--- src/rtl/aquila_mem_arbiter.sv ---
// Two-to-one cache-line arbiter: I-cache and D-cache miss ports share one memory line port.
// Requests are captured from single-cycle strobes and served one at a time, round-robin on ties.
module aquila_mem_arbiter #(
  parameter int unsigned ADDR_WIDTH  = 32,
  parameter int unsigned LINE_WIDTH  = 256,
  parameter int unsigned LINE_OFFSET = 5
) (
  input  logic                  clk,
  input  logic                  rst,
  input  logic                  icache_strobe,
  input  logic [ADDR_WIDTH-1:0] icache_addr,
  output logic                  icache_done,
  output logic [LINE_WIDTH-1:0] icache_datain,
  input  logic                  dcache_strobe,
  input  logic [ADDR_WIDTH-1:0] dcache_addr,
  input  logic                  dcache_rw,
  input  logic [LINE_WIDTH-1:0] dcache_dataout,
  output logic                  dcache_done,
  output logic [LINE_WIDTH-1:0] dcache_datain,
  output logic                  mem_strobe,
  output logic [ADDR_WIDTH-1:0] mem_addr,
  output logic                  mem_rw,
  output logic [LINE_WIDTH-1:0] mem_dataout,
  input  logic                  mem_done,
  input  logic [LINE_WIDTH-1:0] mem_datain,
  output logic                  busy,
  output logic                  proto_err
);

  localparam logic [ADDR_WIDTH-1:0] OFFSET_MASK =
    ADDR_WIDTH'((64'd1 << LINE_OFFSET) - 64'd1);
  localparam logic GNT_I = 1'b0;
  localparam logic GNT_D = 1'b1;

  typedef enum logic [1:0] {S_IDLE, S_ISSUE, S_WAIT, S_DONE} state_e;

  state_e                state_q;
  logic                  i_pend_q, d_pend_q;
  logic                  i_pend_d, d_pend_d;
  logic [ADDR_WIDTH-1:0] i_addr_q, d_addr_q;
  logic                  d_rw_q;
  logic [LINE_WIDTH-1:0] d_data_q;
  logic                  last_q, win_q, grant_d;
  logic                  mem_strobe_q, mem_rw_q;
  logic [ADDR_WIDTH-1:0] mem_addr_q;
  logic [LINE_WIDTH-1:0] mem_data_q, line_q;
  logic                  i_done_q, d_done_q, busy_q, err_q;
  logic                  i_release_c, d_release_c;
  logic                  i_drop_c, d_drop_c, i_take_c, d_take_c;

  // Request capture; a strobe during the owner's own done cycle re-arms its pending flag.
  always_comb begin
    i_release_c = (state_q == S_DONE) && (win_q == GNT_I);
    d_release_c = (state_q == S_DONE) && (win_q == GNT_D);
    i_drop_c    = icache_strobe && i_pend_q && !i_release_c;
    d_drop_c    = dcache_strobe && d_pend_q && !d_release_c;
    i_take_c    = icache_strobe && !i_drop_c;
    d_take_c    = dcache_strobe && !d_drop_c;
    i_pend_d    = i_pend_q;
    d_pend_d    = d_pend_q;
    if (i_release_c) i_pend_d = 1'b0;
    if (d_release_c) d_pend_d = 1'b0;
    if (i_take_c)    i_pend_d = 1'b1;
    if (d_take_c)    d_pend_d = 1'b1;
    grant_d = (i_pend_q && d_pend_q) ? ~last_q : d_pend_q;
  end

  always_ff @(posedge clk) begin
    if (rst) begin
      state_q      <= S_IDLE;
      i_pend_q     <= 1'b0;
      d_pend_q     <= 1'b0;
      i_addr_q     <= '0;
      d_addr_q     <= '0;
      d_rw_q       <= 1'b0;
      d_data_q     <= '0;
      last_q       <= GNT_D;
      win_q        <= GNT_I;
      mem_strobe_q <= 1'b0;
      mem_rw_q     <= 1'b0;
      mem_addr_q   <= '0;
      mem_data_q   <= '0;
      line_q       <= '0;
      i_done_q     <= 1'b0;
      d_done_q     <= 1'b0;
      busy_q       <= 1'b0;
      err_q        <= 1'b0;
    end else begin
      i_pend_q <= i_pend_d;
      d_pend_q <= d_pend_d;
      if (i_take_c) i_addr_q <= icache_addr;
      if (d_take_c) begin
        d_addr_q <= dcache_addr;
        d_rw_q   <= dcache_rw;
        d_data_q <= dcache_dataout;
      end
      if (i_drop_c || d_drop_c) err_q <= 1'b1;

      case (state_q)
        S_IDLE: begin
          if (i_pend_q || d_pend_q) begin
            state_q      <= S_ISSUE;
            win_q        <= grant_d;
            last_q       <= grant_d;
            mem_strobe_q <= 1'b1;
            busy_q       <= 1'b1;
            if (grant_d == GNT_D) begin
              mem_addr_q <= d_addr_q & ~OFFSET_MASK;
              mem_rw_q   <= d_rw_q;
              mem_data_q <= d_data_q;
            end else begin
              mem_addr_q <= i_addr_q & ~OFFSET_MASK;
              mem_rw_q   <= 1'b0;
              mem_data_q <= '0;
            end
          end
        end
        S_ISSUE: begin
          mem_strobe_q <= 1'b0;
          state_q      <= S_WAIT;
        end
        S_WAIT: begin
          if (mem_done) begin
            line_q  <= mem_datain;
            state_q <= S_DONE;
            if (win_q == GNT_D) d_done_q <= 1'b1;
            else                i_done_q <= 1'b1;
          end
        end
        S_DONE: begin
          i_done_q <= 1'b0;
          d_done_q <= 1'b0;
          busy_q   <= 1'b0;
          state_q  <= S_IDLE;
        end
        default: state_q <= S_IDLE;
      endcase
    end
  end

  assign icache_done   = i_done_q;
  assign dcache_done   = d_done_q;
  assign icache_datain = line_q;
  assign dcache_datain = line_q;
  assign mem_strobe    = mem_strobe_q;
  assign mem_addr      = mem_addr_q;
  assign mem_rw        = mem_rw_q;
  assign mem_dataout   = mem_data_q;
  assign busy          = busy_q;
  assign proto_err     = err_q;

endmodule

--- config.mk ---
export PLATFORM = sky130hd
export DESIGN_NAME = aquila_mem_arbiter
export DESIGN_NICKNAME = d
export VERILOG_FILES = /design/src/rtl/aquila_mem_arbiter.sv
export SDC_FILE = /design/constraint.sdc
export NUM_CORES = 2
export LEC_CHECK = 0
export ABC_AREA = 1
export BUFFER_PORTS_ARGS = -buffer_cell sky130_fd_sc_hd__buf_4
export CAP_MARGIN = 20
export CELL_PAD_IN_SITES_DETAIL_PLACEMENT = 0
export CELL_PAD_IN_SITES_GLOBAL_PLACEMENT = 1
export CORE_AREA = 2 2 539 541
export CTS_CLUSTER_DIAMETER = 30
export DETAILED_ROUTE_END_ITERATION = 16
export DIE_AREA = 0 0 541 543
export GPL_TIMING_DRIVEN = 0
export PLACE_DENSITY = 0.46
export RECOVER_POWER = 25
export SLEW_MARGIN = 20
export SYNTH_ARGS = -nofsm -noshare
export SYNTH_HDL_FRONTEND = slang
export SYNTH_SLANG_ARGS = --single-unit
--- constraint.sdc ---
create_clock -name clk -period 1.7 [get_ports clk]
set_input_delay 0.085 -clock clk [delete_from_list [all_inputs] [get_ports clk]]
set_output_delay 0.085 -clock clk [all_outputs]
set_load 0.05 [all_outputs]
==> results.txt <==
The via count of the first global-routing pass came to 41,100. STA classifies the critical path startpoint as a flop. The initial antenna violation count is 138.

The final count of pins violating max slew is 0. The simple logic cell fraction of the synthesized area is 23.8%. The height of the die came out at 543 microns.

The area growth from synthesis to final layout is 107%. In this run the count of I/O pins placed on the die edge is 1,388. The die is 541 microns wide. Dividing the detail-routed wire length by the instance count gives 25.2 microns. The proportion of synthesized area in mux cells is 0%. The arrival time of data at the critical path endpoint came out at 2.52 ns.

Counting flops and latches in the post-synthesis netlist gives 862. The remaining design rule violation count is 0. The number of warning messages in the yosys log is 0. The flow ran to the end, but the final reports show violations. The leakage dissipation is 29.2 nW. Before antenna repair, the detailed router went through 5 iterations. The deepest clock path buffer count is 4. Setup repair after global routing could not meet its margin everywhere. The initial cell density of the core is 11.6%. Dividing the detail-routed via count by the number of cells gives 3.80.

The net count reported at finish is 7,221. The achievable clock frequency came out at 566 MHz. The maximum vdd ir drop is 1.07 mV. TritonCTS built the clock tree. The total power divided by cell area came out at 1670 nW/um^2. The maximum level of the CTS H-tree is 5. The combinational family with the most area after synthesis is simple AND/OR/NAND/NOR gates. The total routing resource utilization after global routing is 17.4%. The data required time of the worst path is 2.45 ns. The share of post-route cells with drive strength above 1 is 43.0%. The floorplan die area is 294,000 sq um.

Entering global routing, the biggest net connects 20 pins. Summed over all nets, the half-perimeter wirelength after detailed placement is 221,000 microns. The congestion estimate from routability-driven global placement came to 0.907.

The total negative slack is -1.51 ns. The global-route wire length before repair came out at 352,000 microns. The checks that failed: negative setup slack.

Leaving out fill and tap cells, the most frequent cell in the layout is sky130_fd_sc_hd__buf_4. The critical path is of the flop to flop type. The post-synthesis cell type count came out at 18. The routed wire length came out at 270,000 microns. Sequential elements use 51.6% of the synthesized area. The count of nets left with antenna violations once routing finished came out at 0. The design draws 116 mW. The clock insertion delay at the later pin of the skew report is 0.86 ns.

The final design instance area without fill is 69,400 sq um. The total clock buffers created by CTS came out at 278. The max capacitance violation total came out at 0. The worst path in the final design needs a cycle of 1.77 ns, including I/O delays and setup. The share of the clock period used by the worst path is 104%. The cell count after synthesis is 4,290. The via count came out at 40,700. In this run the mean area of a mapped cell was 7.80 sq um. The synthesized area is 33,500 sq um. The remaining global-route overflow came out at 0.

The tree is rooted in a sky130_fd_sc_hd__clkbuf_16. The synthesized netlist devotes 12.9% of its cell area to compound gates. The number of sinks handled by clock tree synthesis is 862. The post-route worst hold slack is 0.0910 ns. The number of I/O port buffers came out at 1,369. The tightest min-delay check is of the primary input to flop type. Setup violations remaining at the end of the flow were counted as 90. The setup skew after layout is 0.0821 ns. The peak fanout along the critical path is 6. The post-detailed-placement cell area came out at 48,500 sq um. The number of endpoints with negative hold slack in the final report is 0. STA classifies the critical path endpoint as a flop. The actual slew at the worst max-slew pin is 1.03 ns.

The relative slew slack is 31.6%. After Yosys synthesis, XOR and XNOR cells account for 0% of the synthesized area. Of the total synthesized cell area, the portion taken by full adders, half adders and majority gates is 0.187%. The clock-pin slew on the worst setup and hold paths came out at 0.04 ns.

The cell row count is 197. The count of routing violations after the opening detailed-route iteration came out at 2,081. The core area came out at 287,000 sq um.

Leaving out fill and tap cells, the most frequent cells in the layout are sky130_fd_sc_hd__buf_4, sky130_fd_sc_hd__dfxtp_1, sky130_fd_sc_hd__dlygate4sd3_1. The least setup slack across all paths after layout came out at -0.0667 ns.
-- synth_stat cells, drive strengths merged --
master	instances	area, sq um
a21oi	575	2880
buf	424	2750
clkbuf	220	828
clkinv	1	3.75
conb	1	3.75
dfxtp	862	17300
ha	5	62.6
inv	66	248
nand2	643	2420
nand3	318	1590
nand4	257	1610
nor2	630	2360
o21ai	288	1450
-- report_power, final --
| group | leakage, nW | internal (mW) | switching, mW | total, mW |
|---|---|---|---|---|
| registers | 7.11 | 22.7 | 2.61 | 25.3 |
| clock network | 4.88 | 38.5 | 15.8 | 54.3 |
| logic | 17.2 | 13.1 | 23.4 | 36.4 |
| total | 29.2 | 74.2 | 41.8 | 116 |
-- stage by stage --
step                      setup slack [ns]  std cells  utilization (%)
after global placement               -1.57       9444             16.9
after detailed placement             -1.60       9444             16.9
after global routing                -0.101      10700             24.1
final                              -0.0667      10700             24.1
after CTS                           -0.127      10600             23.4
after floorplan                      0.124       4294                -
-- cell type report --
type,count,area (sq um)
Sequential cell,862,17600
Fill cell,31600,218000
Clock inverter,121,1930
Timing Repair Buffer,2071,17700
Antenna cell,47,118
Clock buffer,386,8010
Buffer,633,4840
Inverter,67,285
Multi-Input combinational cell,2721,14200
Tap cell,3781,4730
-- layer usage --
| layer | up-vias | GRT usage [%] | routed length (microns) |
|---|---|---|---|
| met5 | - | 0 | 398 |
| met4 | 64 | 7.36 | 12400 |
| met3 | 488 | 5.85 | 22500 |
| met2 | 1673 | 31.0 | 134000 |
| met1 | 19400 | 18.7 | 100000 |
| li1 | 19100 | - | - |
-- registers in the layout, indices dropped and copies added, names as in the netlist, 2 cells and up --
name and count:
d_data_q 256, state_q 2, mem_dataout 256, i_addr_q 27
mem_addr 27, d_addr_q 27, dcache_datain 256
-- logic make-up (layout without fill, tap and decap cells) --
family | count (synthesis) | after routing
AOI/OAI and AO/OA | 863 | 863
adders and majority gates | 5 | 5
buffers and inverters | 711 | 3278
DFF | 862 | 862
other | 1 | 52
and+or+nand+nor | 1848 | 1848
-- worst max-delay path: stages (launching register included) --
cell and delay, ns:
sky130_fd_sc_hd__dfxtp_4 0.38, sky130_fd_sc_hd__inv_4 0.06, sky130_fd_sc_hd__ha_4 0.19, sky130_fd_sc_hd__buf_16 0.14, sky130_fd_sc_hd__o21ai_4 0.06, sky130_fd_sc_hd__buf_12 0.16
sky130_fd_sc_hd__buf_12 0.15, sky130_fd_sc_hd__buf_16 0.17, sky130_fd_sc_hd__buf_12 0.17, sky130_fd_sc_hd__nand2_4 0.05, sky130_fd_sc_hd__a21oi_2 0.12
-- path summary, 6_finish.rpt --
| check | from | end | slack (ns) | depth (start not counted) |
|---|---|---|---|---|
| hold reg to reg | d_data_q[196] | mem_dataout[196] | 0.44 | 2 |
| setup / recovery | state_q[0] | mem_dataout[52] | -0.07 | 10 |
| hold / removal | mem_datain[188] | dcache_datain[188] | 0.09 | 4 |
| setup reg to reg | state_q[0] | mem_dataout[52] | -0.07 | 10 |
-- repair_timing --
action	4_1_cts	5_1_grt
setup buffers	31	11
cloned	11	20
pin swaps	11	42
gates resized for setup	740	680
endpoints found under the setup margin	1098	714
hold buffers	631	0
endpoints found under the hold margin	573	0
No activity file was read; power rests on OpenSTA's default activity.
